**src/rtl/cart_arb_pkg.sv**
```systemverilog
// Shared types and the address-map helper for the cartridge SRAM arbiter.
package cart_arb_pkg;

    localparam int unsigned ADR_W      = 22;
    localparam int unsigned SRAM_ADR_W = 21;
    localparam int unsigned RAM_BIT    = 21;

    typedef enum logic [1:0] {StIdle, StAcc, StRecover} arb_state_e;
    typedef enum logic {OwnGb, OwnHost} arb_owner_e;

    // ROM occupies the low 2 MiB; save RAM is folded onto the top 128 KiB.
    function automatic logic [SRAM_ADR_W-1:0] map_adr(input logic [ADR_W-1:0] adr);
        if (adr[RAM_BIT]) begin
            return {4'b1111, adr[16:0]};
        end
        return adr[SRAM_ADR_W-1:0];
    endfunction

endpackage

```
**src/rtl/cart_arb_starve_ctr.sv**
```systemverilog
// Saturating count of GB grants taken while the host waits; force_host at the limit.
module cart_arb_starve_ctr
    import cart_arb_pkg::*;
#(
    parameter int unsigned STARVE_MAX = 8
) (
    input  logic clk,
    input  logic reset,
    input  logic clr,
    input  logic inc,
    output logic force_host
);

    localparam int unsigned CW = $clog2(STARVE_MAX + 1);

    logic [CW-1:0] cnt_q, cnt_d;

    always_comb begin
        cnt_d = cnt_q;
        if (clr) begin
            cnt_d = '0;
        end else if (inc && (cnt_q != CW'(STARVE_MAX))) begin
            cnt_d = cnt_q + CW'(1);
        end
    end

    always_ff @(posedge clk) begin
        if (reset) begin
            cnt_q <= '0;
        end else begin
            cnt_q <= cnt_d;
        end
    end

    assign force_host = (cnt_q == CW'(STARVE_MAX));

endmodule

```
**src/rtl/cart_mem_arbiter.sv**
```systemverilog
// Shares the cartridge SRAM between the GB bus and the host loader; GB has priority.
// Define CART_ARB_STARVE_GUARD_EN to let a starved host through after STARVE_MAX GB grants.
module cart_mem_arbiter
    import cart_arb_pkg::*;
#(
    parameter int unsigned ACC_CYCLES = 2
`ifdef CART_ARB_STARVE_GUARD_EN
    , parameter int unsigned STARVE_MAX = 8
`endif
) (
    input  logic                  clk,
    input  logic                  reset,
    input  logic                  gb_req,
    input  logic                  gb_we,
    input  logic [ADR_W-1:0]      gb_adr,
    input  logic [7:0]            gb_wdata,
    output logic [7:0]            gb_rdata,
    output logic                  gb_done,
    input  logic                  host_req,
    input  logic                  host_we,
    input  logic [ADR_W-1:0]      host_adr,
    input  logic [7:0]            host_wdata,
    output logic [7:0]            host_rdata,
    output logic                  host_ack,
    output logic [SRAM_ADR_W-1:0] sram_adr,
    output logic [7:0]            sram_dq_o,
    output logic                  sram_dq_oe,
    input  logic [7:0]            sram_dq_i,
    output logic                  sram_ce_n,
    output logic                  sram_oe_n,
    output logic                  sram_we_n
);

    localparam int unsigned CNT_W = $clog2(ACC_CYCLES + 1);

    arb_state_e            state_q, state_d;
    arb_owner_e            owner_q, owner_d;
    logic                  we_q, we_d;
    logic [CNT_W-1:0]      cnt_q, cnt_d;

    logic [SRAM_ADR_W-1:0] adr_d;
    logic [7:0]            dq_o_d, gb_rdata_d, host_rdata_d;
    logic                  dq_oe_d, ce_n_d, oe_n_d, we_n_d, gb_done_d, host_ack_d;

    logic                  idle, take_gb, take_host, sel_we;
    logic [ADR_W-1:0]      sel_adr;
    logic [7:0]            sel_wdata;

    assign idle = (state_q == StIdle);

`ifdef CART_ARB_STARVE_GUARD_EN
    logic force_host;

    assign take_host = idle && host_req && (!gb_req || force_host);
    assign take_gb   = idle && gb_req && !take_host;

    cart_arb_starve_ctr #(
        .STARVE_MAX (STARVE_MAX)
    ) u_starve_ctr (
        .clk        (clk),
        .reset      (reset),
        .clr        (take_host || (idle && !host_req)),
        .inc        (take_gb && host_req),
        .force_host (force_host)
    );
`else
    assign take_gb   = idle && gb_req;
    assign take_host = idle && host_req && !gb_req;
`endif

    assign sel_we    = take_gb ? gb_we    : host_we;
    assign sel_adr   = take_gb ? gb_adr   : host_adr;
    assign sel_wdata = take_gb ? gb_wdata : host_wdata;

    always_comb begin
        state_d      = state_q;
        owner_d      = owner_q;
        we_d         = we_q;
        cnt_d        = cnt_q;
        adr_d        = sram_adr;
        dq_o_d       = sram_dq_o;
        dq_oe_d      = sram_dq_oe;
        ce_n_d       = sram_ce_n;
        oe_n_d       = sram_oe_n;
        we_n_d       = sram_we_n;
        gb_done_d    = 1'b0;
        host_ack_d   = 1'b0;
        gb_rdata_d   = gb_rdata;
        host_rdata_d = host_rdata;

        unique case (state_q)
            StIdle: begin
                if (take_gb || take_host) begin
                    state_d = StAcc;
                    owner_d = take_gb ? OwnGb : OwnHost;
                    we_d    = sel_we;
                    cnt_d   = CNT_W'(ACC_CYCLES);
                    adr_d   = map_adr(sel_adr);
                    dq_o_d  = sel_wdata;
                    ce_n_d  = 1'b0;
                    oe_n_d  = sel_we;
                    we_n_d  = !sel_we;
                    dq_oe_d = sel_we;
                end
            end
            StAcc: begin
                cnt_d = cnt_q - CNT_W'(1);
                if (cnt_q == CNT_W'(1)) begin
                    state_d = StRecover;
                    ce_n_d  = 1'b1;
                    oe_n_d  = 1'b1;
                    we_n_d  = 1'b1;
                    // Write data stays driven through recovery for hold time.
                    dq_oe_d = we_q;
                    if (owner_q == OwnGb) begin
                        gb_done_d = 1'b1;
                        if (!we_q) gb_rdata_d = sram_dq_i;
                    end else begin
                        host_ack_d = 1'b1;
                        if (!we_q) host_rdata_d = sram_dq_i;
                    end
                end
            end
            StRecover: begin
                state_d = StIdle;
                dq_oe_d = 1'b0;
            end
            default: state_d = StIdle;
        endcase
    end

    always_ff @(posedge clk) begin
        if (reset) begin
            state_q    <= StIdle;
            owner_q    <= OwnGb;
            we_q       <= 1'b0;
            cnt_q      <= '0;
            sram_adr   <= '0;
            sram_dq_o  <= '0;
            sram_dq_oe <= 1'b0;
            sram_ce_n  <= 1'b1;
            sram_oe_n  <= 1'b1;
            sram_we_n  <= 1'b1;
            gb_done    <= 1'b0;
            host_ack   <= 1'b0;
            gb_rdata   <= '0;
            host_rdata <= '0;
        end else begin
            state_q    <= state_d;
            owner_q    <= owner_d;
            we_q       <= we_d;
            cnt_q      <= cnt_d;
            sram_adr   <= adr_d;
            sram_dq_o  <= dq_o_d;
            sram_dq_oe <= dq_oe_d;
            sram_ce_n  <= ce_n_d;
            sram_oe_n  <= oe_n_d;
            sram_we_n  <= we_n_d;
            gb_done    <= gb_done_d;
            host_ack   <= host_ack_d;
            gb_rdata   <= gb_rdata_d;
            host_rdata <= host_rdata_d;
        end
    end

endmodule

```
**config.mk**
```make
export PLATFORM = sky130hd
export DESIGN_NAME = cart_mem_arbiter
export DESIGN_NICKNAME = d
export VERILOG_FILES = /design/src/rtl/cart_arb_pkg.sv /design/src/rtl/cart_arb_starve_ctr.sv /design/src/rtl/cart_mem_arbiter.sv
export SDC_FILE = /design/constraint.sdc
export NUM_CORES = 1
export LEC_CHECK = 0
export BUFFER_PORTS_ARGS = -buffer_cell sky130_fd_sc_hd__buf_2
export CORE_MARGIN = 10
export CORE_UTILIZATION = 46
export CTS_BUF_LIST = sky130_fd_sc_hd__clkbuf_4
export DETAILED_ROUTE_END_ITERATION = 12
export PLACE_DENSITY = 0.79
export SLEW_MARGIN = 20
export SYNTH_ARGS = -nofsm -noshare
export SYNTH_HDL_FRONTEND = slang
export SYNTH_SLANG_ARGS = --single-unit
```
**constraint.sdc**
```tcl
create_clock -name clk -period 2.1 [get_ports clk]
set_input_delay 0.21 -clock clk [delete_from_list [all_inputs] [get_ports clk]]
set_output_delay 0.21 -clock clk [all_outputs]
set_load 0.02 [all_outputs]
```
==> results.md <==
* Status: finished, final reports clean
* Clock power share at 17.8%
* Hold WC Path Type: input pin to flop
* Overall power at 4.36 mW
* Synthesized flop and latch total at 57
* Worst clock skew at 0.0130 ns
* Worst EP required at 2.35 ns
* Post-route minimum period at 1.94 ns
* Ratio of final minimum period to clock period at 92.6%
* Sw Share at 42.7%
* Initial antenna violation count at 0
* Worst Path Max Fanout at 25
* Die Height at 95.7 um
* Largest net degree at the start of global routing at 35
* Die area at 0.00915 mm^2
* Startpoint types: flop
* Max Cap Viol at 0
* Syn Nets at 386
* Final HPWL DP at 6.12 mm
* Cts repair resizes at 0
* DR iter-0 viols at 118
* First-pass GRT wire length at 13.0 mm
* Finished Layout Cells at 497
* Crit path cell chain: inv_1 > ha_1 > mux2i_4 > nor2_4 > a311oi_1
* P_int at 2.50 mW
* Buf+Inv Stages, Crit Path at 1
* Crit path DAT at 2.19 ns
* Most common cell in the netlist: dfxtp_1
* Post-CTS Setup Inserts at 0
* CTS tree: done
* Post-Syn Instances at 307
* Post-Syn Area per Cell at 8.58 um^2
* Yosys warns at 0
* Netlist cell types at 41
* Via Count at 2713
* Clock sinks at 57
* DRC violations left at 0
* Crit Path Class: flop to flop
* Final hold slack at 0.0557 ns
* Pleak at 1.56 nW
* Wire per inst at 16.4 um
* Slew HR at 61.4%
* Share of layout cells above drive strength 1 at 36.0%
* Crit-path max cell delay at 0.51 ns
* Worst path top cell family by delay: simple AND/OR/NAND/NOR gates
* Layout area overhead at 29.1%
* Vias per cell at 5.46
* H-tree levels at 3
* Chip width at 95.7 um
* TNS Setup at 0 ns
* Num rows at 27
* CP Capture Type: flop
* Gate power share at 46.4%
* Hold Buf Count CTS at 0
* First-pass DRT Iterations at 4
* Part of the power in registers at 35.8%
* Final hold viol count at 0
* Worst slack, placed at 0.155 ns
* PortBufs at 124
* Gp weighted congestion at 0.933
* Vias in the first global route at 2793
* Total clock buffers created by CTS at 9
* Yosys top cell by area: dfxtp_1
* Initial Utilization at 47.5%
* Inst Count DP at 481
* Synth top area share at 43.3%
* Top cells by count, synth: dfxtp_1 (57), nand2_1 (51), a21oi_1 (42), a311oi_1 (29), nand3_1 (29)
* Final Max Slew Viols at 0
* Main synth FF type: dfxtp_1
* Final ANT Viol Nets at 0
* Post-synth EDFFs at 0
* Final wirelength at 8.16 mm
* Post-synth ARST share at 0%
* Antenna Cells at 0
* Synth area leaders: dfxtp_1 (43%), a311oi_1 (9.6%), a21oi_1 (8.0%)
* Crit-path slowest cell: nor2_4
* All-Layer GR Usage at 17.8%
* NumNets Final at 499
* PD cells at 1280 mW/mm^2
* Max Freq at 514 MHz
* Clock tree root driver cell: clkbuf_4
* Sequential cell area fraction in the yosys report at 43.3%
* Setup Viol. Count Final at 0
* Core ar. at 0.00554 mm^2
* Clock slew at reported path FFs at 0.10 ns
* PnR worst setup slack at 0.156 ns
* Total gr overflow at 0
* RSZ-0062 raised after global routing: false
* Max Buffers Root-to-Sink at 2
* Maximum VDD drop at 0.637 mV
* Mapped Area at 0.00263 mm^2
* Io pins at 125
* Worst Max-Slew Pin Slew at 0.578 ns
* Psw at 1.86 mW
* Clock Latency Late Sink at 0.40 ns
stage by stage:
step	util, %	area (um^2)
final	61.4	3400
after global routing	61.4	3400
after detailed placement	58.9	3270
after CTS	61.4	3400
after global placement	58.9	3270
after floorplan	-	2630
layer usage:
layer,vias to the layer above,wire length (um),track usage (%)
li1,1347,-,-
met1,1217,3440,21.0
met2,134,3630,26.9
met3,15,944,8.56
met4,0,149,8.11
met5,-,0,0
sequential cells by signal (all words and copies together), names as in the netlist:
register / flops
cnt_q: 2
gb_done: 1
gb_rdata: 8
host_ack: 1
host_rdata: 8
owner_q: 1
sram_adr: 21
sram_ce_n: 1
sram_dq_o: 8
sram_dq_oe: 1
sram_oe_n: 1
sram_we_n: 1
state_q: 2
we_q: 1
path summary, 6_finish.rpt:
kind	from	slack [ns]	cells after the start	end
setup reg to reg	state_q[1]$_SDFFE_PP0P_	0.16	5	sram_adr[5]$_SDFFE_PP0P_
hold / removal	sram_dq_i[3]	0.06	3	host_rdata[3]$_SDFFE_PP0P_
setup / recovery	state_q[1]$_SDFFE_PP0P_	0.16	5	sram_adr[5]$_SDFFE_PP0P_
hold reg to reg	host_rdata[5]$_SDFFE_PP0P_	0.46	2	host_rdata[5]$_SDFFE_PP0P_
cell type report:
class | instances | area, um^2
Clock buffer | 10 | 75.1
Clock inverter | 6 | 58.8
Fill cell | 514 | 2140
Inverter | 7 | 26.3
Multi-Input combinational cell | 214 | 1320
Sequential cell | 57 | 1140
Tap cell | 72 | 90.1
Timing Repair Buffer | 131 | 686
power by group through the flow:
stage,Combinational [mW],Clock (mW),Sequential (mW)
final,2.02,0.776,1.56
after detailed placement,2.04,0,1.58
after global placement,1.99,0,1.57
after global routing,2.22,0.834,1.60
after CTS,2.04,0.792,1.56
after floorplan,1.12,0,1.88
cell families after synthesis:
| group | Yosys count | synth area share (%) |
|---|---|---|
| muxes | 13 | 5.66 |
| buffers and inverters | 36 | 6.65 |
| adders and majority gates | 5 | 2.38 |
| AOI/OAI and AO/OA | 84 | 22.1 |
| DFF | 57 | 43.3 |
| and+or+nand+nor | 112 | 19.9 |
worst register-to-register path: stages (launching register included):
cell,delay (ns)
dfxtp_1,0.33
inv_1,0.11
ha_1,0.44
mux2i_4,0.21
nor2_4,0.52
a311oi_1,0.20
cells in the final DEF, fill, tap and decap left out, types with 3 or more instances in the layout:
cell type	count
clkbuf_4	10
nor3_1	3
a311oi_1	29
dfxtp_1	57
a21oi_1	42
mux2i_1	10
nor2_1	13
inv_1	7
nand2_1	51
nand3_1	29
buf_4	6
ha_1	5
buf_2	124
Note: power is estimated with default switching activity, not from simulation.
